[config.mk]
export PLATFORM = sky130hd
export DESIGN_NAME = mem_port_arbiter
export DESIGN_NICKNAME = d
export VERILOG_FILES = /design/src/rtl/mem_port_arbiter.sv
export SDC_FILE = /design/constraint.sdc
export NUM_CORES = 1
export LEC_CHECK = 0
export CORE_MARGIN = 1.5
export CORE_UTILIZATION = 36
export DETAILED_ROUTE_END_ITERATION = 10
export PLACE_DENSITY = 0.8
export SETUP_SLACK_MARGIN = 0.4
export SYNTH_ARGS = -nofsm -noshare
export SYNTH_HDL_FRONTEND = slang
export SYNTH_SLANG_ARGS = --single-unit
[constraint.sdc]
create_clock -name Clock -period 2.5 [get_ports Clock]
set_input_delay 0.5 -clock Clock [delete_from_list [all_inputs] [get_ports Clock]]
set_output_delay 0.5 -clock Clock [all_outputs]
set_load 0.01 [all_outputs]
[src/rtl/mem_port_arbiter.sv]
// Arbitrates the single memory port between instruction fetch and load/store,
// with one outstanding transaction, big-endian lane steering and load extension.
module mem_port_arbiter #(
  parameter int AddrWidth = 32
) (
  input  logic                   Clock,
  input  logic                   Reset,
  input  logic                   IReq,
  input  logic [AddrWidth-1:0]   IAddr,
  output logic                   IReady,
  output logic                   IValid,
  output logic [31:0]            IData,
  input  logic                   DReq,
  input  logic                   DWrite,
  input  logic [AddrWidth-1:0]   DAddr,
  input  logic [31:0]            DWData,
  input  logic [1:0]             DSize,
  input  logic                   DUnsigned,
  output logic                   DReady,
  output logic                   DValid,
  output logic [31:0]            DRData,
  output logic                   DMisaligned,
  output logic                   MemReq,
  output logic [AddrWidth-3:0]   MemAddr,
  output logic [3:0]             MemWE,
  output logic [31:0]            MemWData,
  input  logic [31:0]            MemRData,
  input  logic                   MemRValid,
  output logic                   Busy
);

  localparam logic [1:0] IDLE   = 2'd0;
  localparam logic [1:0] BUSY_I = 2'd1;
  localparam logic [1:0] BUSY_D = 2'd2;

  logic [1:0] state;
  logic       last_d;
  logic [1:0] size_q;
  logic [1:0] lane_q;
  logic       uns_q;
  logic       write_q;

  logic idle;
  logic d_mis;
  logic grant_i;
  logic grant_d;
  logic issue_d;
  logic unused;

  function automatic logic [3:0] wr_enable(input logic [1:0] size, input logic [1:0] lane);
    case (size)
      2'b00:   wr_enable = 4'b1000 >> lane;
      2'b01:   wr_enable = lane[1] ? 4'b0011 : 4'b1100;
      2'b10:   wr_enable = 4'b1111;
      default: wr_enable = 4'b0000;
    endcase
  endfunction

  function automatic logic [31:0] wr_data(input logic [1:0] size, input logic [31:0] data);
    case (size)
      2'b00:   wr_data = {4{data[7:0]}};
      2'b01:   wr_data = {2{data[15:0]}};
      default: wr_data = data;
    endcase
  endfunction

  // Big-endian: lane 0 is bits 31:24; narrow loads are right-aligned then extended.
  function automatic logic [31:0] extract_load(input logic [31:0] word, input logic [1:0] size,
                                               input logic [1:0] lane, input logic uns);
    logic [7:0]  b;
    logic [15:0] h;
    case (lane)
      2'd0:    b = word[31:24];
      2'd1:    b = word[23:16];
      2'd2:    b = word[15:8];
      default: b = word[7:0];
    endcase
    h = lane[1] ? word[15:0] : word[31:16];
    case (size)
      2'b00:   extract_load = {{24{~uns & b[7]}}, b};
      2'b01:   extract_load = {{16{~uns & h[15]}}, h};
      default: extract_load = word;
    endcase
  endfunction

  assign unused = ^IAddr[1:0];

  // Grants are gated by reset so every output reads 0 while it is held.
  assign idle    = (state == IDLE) && Reset;
  assign d_mis   = (DSize == 2'b11) || ((DSize == 2'b01) && DAddr[0]) ||
                   ((DSize == 2'b10) && (DAddr[1:0] != 2'b00));
  assign grant_i = idle && IReq && (!DReq || last_d);
  assign grant_d = idle && DReq && (!IReq || !last_d);
  assign issue_d = grant_d && !d_mis;

  assign IReady      = grant_i;
  assign DReady      = grant_d;
  assign DMisaligned = grant_d && d_mis;
  assign MemReq      = grant_i || issue_d;
  assign Busy        = (state != IDLE);

  always_comb begin
    MemAddr  = '0;
    MemWE    = 4'b0000;
    MemWData = 32'd0;
    if (grant_i) begin
      MemAddr = IAddr[AddrWidth-1:2];
    end else if (issue_d) begin
      MemAddr = DAddr[AddrWidth-1:2];
      if (DWrite) begin
        MemWE    = wr_enable(DSize, DAddr[1:0]);
        MemWData = wr_data(DSize, DWData);
      end
    end
  end

  always_ff @(posedge Clock or negedge Reset) begin
    if (!Reset) begin
      state   <= IDLE;
      last_d  <= 1'b1;
      size_q  <= 2'b00;
      lane_q  <= 2'b00;
      uns_q   <= 1'b0;
      write_q <= 1'b0;
      IValid  <= 1'b0;
      DValid  <= 1'b0;
      IData   <= 32'd0;
      DRData  <= 32'd0;
    end else begin
      IValid <= 1'b0;
      DValid <= 1'b0;
      case (state)
        IDLE: begin
          if (grant_i) begin
            state  <= BUSY_I;
            last_d <= 1'b0;
          end else if (grant_d) begin
            last_d <= 1'b1;
            if (!d_mis) begin
              state   <= BUSY_D;
              size_q  <= DSize;
              lane_q  <= DAddr[1:0];
              uns_q   <= DUnsigned;
              write_q <= DWrite;
            end
          end
        end
        BUSY_I: begin
          if (MemRValid) begin
            state  <= IDLE;
            IValid <= 1'b1;
            IData  <= MemRData;
          end
        end
        BUSY_D: begin
          if (MemRValid) begin
            state  <= IDLE;
            DValid <= 1'b1;
            if (!write_q) DRData <= extract_load(MemRData, size_q, lane_q, uns_q);
          end
        end
        default: state <= IDLE;
      endcase
    end
  end

endmodule

# Word-level counts from Yosys, hierarchy flattened
# Cells that the tools add are included.
# word_totals
regBits,75
in_bits,137
output_inout_bits,137
elab_cells,86
# classes
n_eq_ne,11
shifts,1
muxes,27
bitwise_logic,6
n_reduce_logical,31
# op_table
cell,n
case mux 32 bit (2 select lines),2
2-to-1 mux 32 bit,3
2-to-1 mux 30 bit,2
2-to-1 mux 8 bit,3
case mux 8 bit (3 select lines),1
2-to-1 mux 16 bit,1
2-to-1 mux 4 bit,4
case mux 4 bit (3 select lines),1
logical AND 1 bit,9
"equality test 2 x 1 -> 1 bit, second input constant",4
"equality test 2 bit, second input constant",4
zero test 2 bit,4
2-to-1 mux 2 bit,4
"!= test 3 bit, second input constant",2
AND reduction 3 bit,2
nonzero test 2 bit,3
logical OR 1 bit,5
2-to-1 mux 1 bit,5
zero test 1 bit,4
NOT 1 bit,4
case mux 2 bit (2 select lines),1
AND reduction 2 bit,2
AND reduction 4 bit,1
">> shifter 4 x 2 -> 4 bit, first input constant",1
3 further kinds,4

# Logic depth before layout (Yosys ltp)
# Gate-level depths: netlist of the first run.
# logic_depth
depth_word,8
ltp_mapped,8
depth_no_buf,6

# Worst setup path after synthesis of the first run
# No wires, ideal clock.
# synth_timing
path_type,register to output
start,register state[0]
end,output MemAddr[21]
t_arrival_ns,1.636
required_ns,2.000
path_slack_ns,0.364
stages_incl_launch_ff,7
n_path_buf,1
cell_sequence,dfrtp_1 -> inv_1 -> ha_1 -> nand3_1 -> a21oi_1 -> clkbuf_1 -> a22o_1
# synth_via
elab_cells_between_ends,9
cone_classes,mux (2); reduce/logical (7)
# synth_lines
element,line_no,text
start: declaration,36,logic [1:0] state;
start signal: assignment,119,state <= IDLE;
start signal: assignment,135,state <= BUSY_I;
start signal: assignment,140,state <= BUSY_D;
zero test 2 bit,89,assign idle = (state == IDLE) && Reset;
logical AND 1 bit,89,
logical AND 1 bit (2 in series),92,assign grant_i = idle && IReq && (!DReq || last_d);
named net IReady,10,"output logic IReady,"
2-to-1 mux 30 bit,106,if (grant_i) begin
end: declaration,24,"output logic [AddrWidth-3:0] MemAddr,"
# The timed path passes the listed nets, and every way through them passes these cells.

# Worst setup path after layout of the first run
# layout_timing
start,register state[1]
end,output MemWData[29]
# layout_via
elab_chain_len,7
elab_cells_between_ends,9
cone_classes,mux (2); reduce/logical (7)
# layout_lines
element,line_no,text
zero test 2 bit (*),89,
logical AND 1 bit (*),89,
logical AND 1 bit (2 in series),93,assign grant_d = idle && DReq && (!IReq || !last_d);
logical AND 1 bit,94,assign issue_d = grant_d && !d_mis;
2-to-1 mux 32 bit,108,end else if (issue_d) begin
2-to-1 mux 32 bit (*),106,
end: declaration,26,"output logic [31:0] MemWData,"
# Every way passes the cells marked *; elsewhere a longest branch is shown, timed or not.

==> results by group, run 1 <==
Outcome
  – Status: finished, violations left
  – Failing checks: negative setup slack

Global route
  – Gr ovfl total: 0
  – Antenna violations before repair: 0
  – First-pass GRT wire length: 27400 um
  – Overall global routing resource usage: 0.283
  – Vias in the first global route: 5153
  – Largest net degree at the start of global routing: 67

Synth
  – Mean Syn Cell Area: 9.47 um2
  – FF+latch count, synth: 75
  – Distinct cell type count of the synthesized netlist: 40
  – Area contributors post-synth: dfrtp_1 (44%), mux2_2 (9.6%), a22o_1 (6.6%)
  – Post-Synth Simple-Gate Area: 0.162
  – Post-Syn Nets: 587
  – Top cell type's share of synthesized area: 0.437
  – Fraction of the mapped netlist area in compound gates: 0.196
  – Post-synthesis mux area share: 0.145
  – Xor-xnor portion of the synthesized cell area: 0
  – Yosys warnings: 0
  – Syn Inst Count: 447
  – Post-Synthesis Cell Area: 0.00423 mm2
  – Main combinational cell family by area after synthesis: compound AO/OA/AOI/OAI gates
  – Post-synth EDFFs: 0
  – Sequential share of the synthesized area: 0.444
  – Synth Area in Adders: 0.00887
  – Main synth FF type: dfrtp_1
  – FFs w/ async S/R, synth: 1.00
  – Largest area contributor in the netlist: dfrtp_1

STA
  – # setup viols final: 11
  – Period minus WS final: 2.53 ns
  – Worst-margin pin slew: 0.829 ns
  – Final-report max-slew violation count: 0
  – Final setup margin: -0.0318 ns
  – Part of the cycle the worst path needs: 1.01
  – RSZ-0062 raised after global routing: yes
  – Total Negative Setup Slacks: -0.183 ns
  – Fmax achieved: 395 MHz
  – Clock Skews: 0.00696 ns
  – Worst rel slew slack: 0.447
  – Final hold vios: 0

Drt
  – DRT antenna net count: 0
  – Vias post-DR: 5036
  – Drt pass-1 iters: 5
  – WL/cell: 20.1 um
  – # DRC: 0
  – Via density: 5.48
  – Detailed Route Iter0 Violations: 270
  – Drt total wl: 18500 um

Clock network
  – CTS Buf Count: 9
  – H-tree level count: 3
  – Hold-fix buffers, CTS: 0
  – CTS clk-pin slew, worst paths: 0.06 ns
  – Root Driver: clkbuf_16
  – CTS tree: done
  – Clock Path Buffers: 2
  – CTS Sinks: 75
  – Clk_lat worst skew: 0.34 ns

Worst setup path
  – Worst EP arrival: 2.03 ns
  – R2R Setup Slk: 0.45 ns
  – Worst-path cell with the longest stage delay: dfrtp_1
  – Worst Path Max Fanout: 6
  – CP Data Required Time: 2.00 ns
  – Critical path depth in cells: 10
  – CP max stage delay: 0.40 ns
  – Critical-path cell list: inv_2 -> ha_4 -> and3_4 -> o211a_4 -> buf_6 -> nand2_8 -> buf_12 -> buf_12 -> nor2_4 -> buf_6
  – CP Class: reg2out
  – Worst flop-to-flop path endpoint: DRData[9]
  – Worst reg2reg path depth: 9
  – CP startpoint kind: flop
  – Critical path buffers and inverters: 5
  – CP delay by family, top: buffers and inverters
  – FF-to-FF Start: state[0]
  – Kind of end point of the critical path: output port

Floorplan
  – Core box area: 0.0114 mm2
  – Chip Height: 111 um
  – Die area: 0.0124 mm2
  – Die W: 111 um
  – Boundary pin count: 274
  – Initial Utilization: 0.371
  – Num rows: 39

Worst hold path
  – HP Class: in2async

Place
  – Detailed placer's ending HPWL: 13600 um
  – Port Buffers: 271
  – Routability cong.: 0.928

Final layout
  – Layout cells sized above 1: 0.330
  – Commonest non-fill, non-tap cell in the layout: clkdlybuf4s50_1
  – Final core utilization: 0.719
  – # diodes: 0
  – Commonest non-fill, non-tap cells in the layout: clkdlybuf4s50_1 (193), dfrtp_1 (74), buf_4 (52)
  – Area Overhead vs Synth: 93.9%
  – Final nets: 911

Pwr
  – P_leak: 0.00362 uW
  – Power Dens Cells: 900 mW/mm2
  – Worst VDD drop: 0.688 mV

Run
  – Max-cap viol count: 0
==> repair_timing <==
item / CTS / global route
cloned: 4 / 5
buffers inserted: 13 / 12
setup endpoints to repair: 77 / 76
pin swaps: 16 / 8
resized for setup: 363 / 41
==> where the power goes <==
part	internal [uW]	total [uW]	switching, uW
registers	1790	2210	418
logic	2190	3880	1690
clock network	779	1300	522
total	4760	7390	2630
==> flip-flops by register name, indices dropped and copies added (netlist names), 2 cells and up <==
register,cells
lane_q,2
size_q,2
IData,32
DRData,32
state,2
==> cell type report <==
| class | instances | area (um2) |
|---|---|---|
| clock buffers | 9 | 225 |
| clock inverters | 7 | 76.3 |
| flip-flops and latches | 75 | 1880 |
| inverters | 8 | 30.0 |
| repair buffers | 346 | 3380 |
| well taps | 143 | 179 |
| multi-input cells | 331 | 2440 |
| fillers | 882 | 3210 |
==> Yosys cell counts, types with 2 or more instances <==
library cell	count
ha_1	3
a21oi_1	38
and3_1	9
nor2b_1	2
nor3_1	2
nand3b_1	6
a31oi_1	8
mux2_2	36
mux2i_1	21
o31ai_1	6
inv_1	8
a221oi_1	2
or3_1	8
dfrtp_1	74
o22a_1	2
a21oi_2	10
nor2_1	57
or2_2	3
and2_1	3
o21ai_0	13
nand3_1	8
nand2_1	45
nand2b_1	3
o22ai_1	5
clkbuf_1	16
buf_6	2
a22o_1	32
buf_2	13
==> worst max-delay path by stage <==
stage / start / to
floorplan: DSize[0] / MemWData[22]
global route: state[1] / MemWData[29]
CTS: state[1] / MemWData[29]
global placement: DAddr[1] / MemWE[0]
detailed placement: DAddr[1] / MemAddr[17]
finish: state[1] / MemWData[29]
==> per-stage QoR <==
stage / setup WS [ns] / std cells / instance area, um2 / hold WS (ns) / power [uW]
global route: -0.0956 / 919 / 8210 / 0.127 / 7770
global placement: -0.522 / 869 / 7300 / 0.470 / 5660
floorplan: 0.421 / 447 / 4230 / 0.204 / 3800
CTS: -0.0148 / 902 / 7920 / 0.117 / 7240
detailed placement: -0.619 / 869 / 7300 / 0.465 / 5780
finish: -0.0318 / 919 / 8210 / 0.122 / 7390
==> cell families (layout without fill, tap and decap cells) <==
kind of cell,after synthesis,count (layout)
mux,57,57
compound gates,121,121
flops,75,75
simple gates,150,150
buf+inv,41,370
fa+ha+maj,3,3
==> worst register-to-register path, stage by stage (launching register included) <==
cell     delay [ns]
dfrtp_1        0.39
inv_2          0.09
buf_4          0.11
buf_4          0.09
buf_4          0.10
ha_1           0.15
and2_1         0.14
nand2_1        0.09
a21oi_1        0.53
a31oi_1        0.20
==> layer usage <==
layer | vias up | share of wire | GRT usage | wire, um
li1 | 2264 | - | - | -
met1 | 2436 | 0.36 | 0.318 | 6650
met3 | 53 | 0.083 | 0.0751 | 1530
met5 | - | 0 | 0 | 0
met2 | 283 | 0.52 | 0.510 | 9680
met4 | 0 | 0.035 | 0.117 | 646
Note: power is estimated with default switching activity, not from simulation.
==> run 2: changes to the inputs <==
Settings changed: PLACE_DENSITY 0.8 to 0.77.
==> results by group, run 2 (same netlist as run 1, synthesis figures left out) <==
Run
  – Max-cap viol count: 0 (unchanged)

Worst setup path
  – Top cell by count, worst path: buf_12
  – Worst-path cell with the longest stage delay: dfrtp_1 (unchanged)
  – Worst Path Max Fanout: 5 (was 6)
  – Kind of end point of the critical path: output port (unchanged)
  – Worst EP arrival: 2.00 ns (was 2.03 ns)
  – CP max stage delay: 0.36 ns (was 0.40 ns)
  – Critical-path cell list: inv_2 -> ha_4 -> and3_4 -> o211a_4 -> buf_12 -> buf_12 -> buf_16 -> or2_4 -> buf_6 (was inv_2 -> ha_4 -> and3_4 -> o211a_4 -> buf_6 -> nand2_8 -> buf_12 -> buf_12 -> nor2_4 -> buf_6)
  – CP Data Required Time: 2.00 ns (about the same)
  – CP Class: reg2out (unchanged)
  – CP startpoint kind: flop (unchanged)

Global route
  – Antenna violations before repair: 0 (unchanged)
  – Vias in the first global route: 4941 (was 5153)
  – Largest net degree at the start of global routing: 77 (was 67)
  – First-pass GRT wire length: 26800 um (was 27400 um)
  – Overall global routing resource usage: 0.280 (was 0.283)
  – Gr ovfl total: 0 (unchanged)

Drt
  – Via density: 5.39 (was 5.48)
  – Drt pass-1 iters: 4 (was 5)
  – Drt total wl: 18000 um (was 18500 um)
  – # DRC: 0 (unchanged)
  – Detailed Route Iter0 Violations: 261 (was 270)
  – DRT antenna net count: 0 (unchanged)
  – Vias post-DR: 4863 (was 5036)
  – WL/cell: 20.0 um (was 20.1 um)

Pwr
  – Power Dens Cells: 924 mW/mm2 (was 900 mW/mm2)
  – P_leak: 0.00351 uW (was 0.00362 uW)
  – Total chip power: 7250 uW (was 7390 uW)
  – Worst VDD drop: 0.776 mV (was 0.688 mV)

Final layout
  – Area Overhead vs Synth: 85.2% (was 93.9%)
  – Commonest non-fill, non-tap cell in the layout: clkdlybuf4s50_1 (unchanged)
  – # diodes: 0 (unchanged)
  – Largest registers: DRData (32), IData (32) (unchanged)
  – Commonest non-fill, non-tap cells in the layout: clkdlybuf4s50_1 (193), dfrtp_1 (74), nor2_1 (52) (was clkdlybuf4s50_1 (193), dfrtp_1 (74), buf_4 (52))
  – Layout cells sized above 1: 0.298 (was 0.330)
  – Final nets: 894 (was 911)

STA
  – Final setup margin: -0.000987 ns (was -0.0318 ns)
  – # setup viols final: 1 (was 11)
  – Period minus WS final: 2.50 ns (was 2.53 ns)
  – Worst-margin pin slew: 0.959 ns (was 0.829 ns)
  – Final hold vios: 0 (unchanged)
  – Final-report max-slew violation count: 0 (unchanged)
  – Clock Skews: 0.00320 ns (was 0.00696 ns)
  – Fmax achieved: 400 MHz (was 395 MHz)
  – RSZ-0062 raised after global routing: yes (unchanged)
  – Part of the cycle the worst path needs: 1.00 (was 1.01)
  – Worst rel slew slack: 0.361 (was 0.447)

Place
  – Place WS: -0.696 ns (was -0.619 ns)
  – Routability cong.: 1.03 (was 0.928)
  – Port Buffers: 271 (unchanged)
  – Detailed placer's ending HPWL: 13500 um (was 13600 um)

Clock network
  – CTS Buf Count: 9 (unchanged)
  – Hold-fix buffers, CTS: 0 (unchanged)
  – Root Driver: clkbuf_16 (unchanged)
  – CTS tree: done (unchanged)
  – H-tree level count: 3 (unchanged)
  – Clk_lat worst skew: 0.34 ns (about the same)
  – CTS clk-pin slew, worst paths: 0.06 ns (about the same)
  – CTS Sinks: 75 (unchanged)
  – Clock Path Buffers: 2 (unchanged)

Outcome
  – Failing checks: negative setup slack (unchanged)
  – Status: finished, violations left (unchanged)

Floorplan
  – Die area: 0.0124 mm2 (unchanged)
  – Boundary pin count: 274 (unchanged)
  – Core box area: 0.0114 mm2 (unchanged)
  – Num rows: 39 (unchanged)
  – Initial Utilization: 0.371 (unchanged)
  – Chip Height: 111 um (unchanged)
  – Die W: 111 um (unchanged)

Worst hold path
  – HP Class: reg2reg (was in2async)
run 2: cell types whose count changed in the layout (fill, tap and decap cells not counted), sizes merged:
| cell | change |
|---|---|
| inv | -2 |
| clkinv | +1 |
| clkbuf | +1 |
| clkdlybuf4s15 | -4 |
| clkinvlp | -2 |
| buf | -11 |
run 2: stage by stage:
step | area, um2 | hold WS, ns | utilization | TNS (ns) | std cells
detailed placement | 7250 | 0.470 | 0.635 | -41.16 | 863
CTS | 7810 | 0.494 | 0.684 | 0 | 893
global route | 7840 | 0.509 | 0.687 | -0.129 | 902
finish | 7840 | 0.488 | 0.687 | -0.000987 | 902
global placement | 7250 | 0.471 | 0.635 | -37.84 | 863
floorplan | 4230 | 0.204 | - | 0 | 447
run 2: report_power, final:
group          total, uW  internal [uW]  switching [uW]
sequential          2200           1790             415
clock               1310            825             489
combinational       3730           2100            1630
run 2: final timing paths:
path | start | to | slack, ns | cells past startpoint
max | state[0] | MemReq | -0.001 | 9
min | IData[5] | IData[5] | 0.49 | 2
max reg2reg | state[0] | lane_q[1] | 0.45 | 10
min reg2reg | IData[5] | IData[5] | 0.49 | 2
max in group asynchronous | Reset | DRData[17] | 1.35 | 3
min in group asynchronous | Reset | state[1] | 0.50 | 3
run 2: worst max-delay path, delay by kind of cell, from the launching register on:
kind            cells  cell delay [ns]
compound gates      1             0.19
fa+ha+maj           1             0.17
buf+inv             5             0.57
flops               1             0.36
simple gates        2             0.38
run 2: what timing repair did:
action | 4_1_cts | 5_1_grt
buffers inserted | 9 | 7
pin swaps | 12 | 10
endpoints found under the setup margin | 71 | 76
gates resized for setup | 281 | 85
cloned | 5 | 2
run 2: layout make-up:
| type | count | area, um2 |
|---|---|---|
| fillers | 908 | 3580 |
| repair buffers | 329 | 3110 |
| multi-input cells | 331 | 2340 |
| flip-flops and latches | 75 | 1880 |
| clock buffers | 12 | 256 |
| well taps | 143 | 179 |
| clock inverters | 4 | 48.8 |
| inverters | 8 | 30.0 |
run 2: metal layers:
metal	GRT usage	wire length, um	vias to the layer above
met5	0	0	-
met3	0.0686	1210	41
met4	0.134	636	0
met1	0.299	6690	2367
li1	-	-	2224
met2	0.516	9510	231
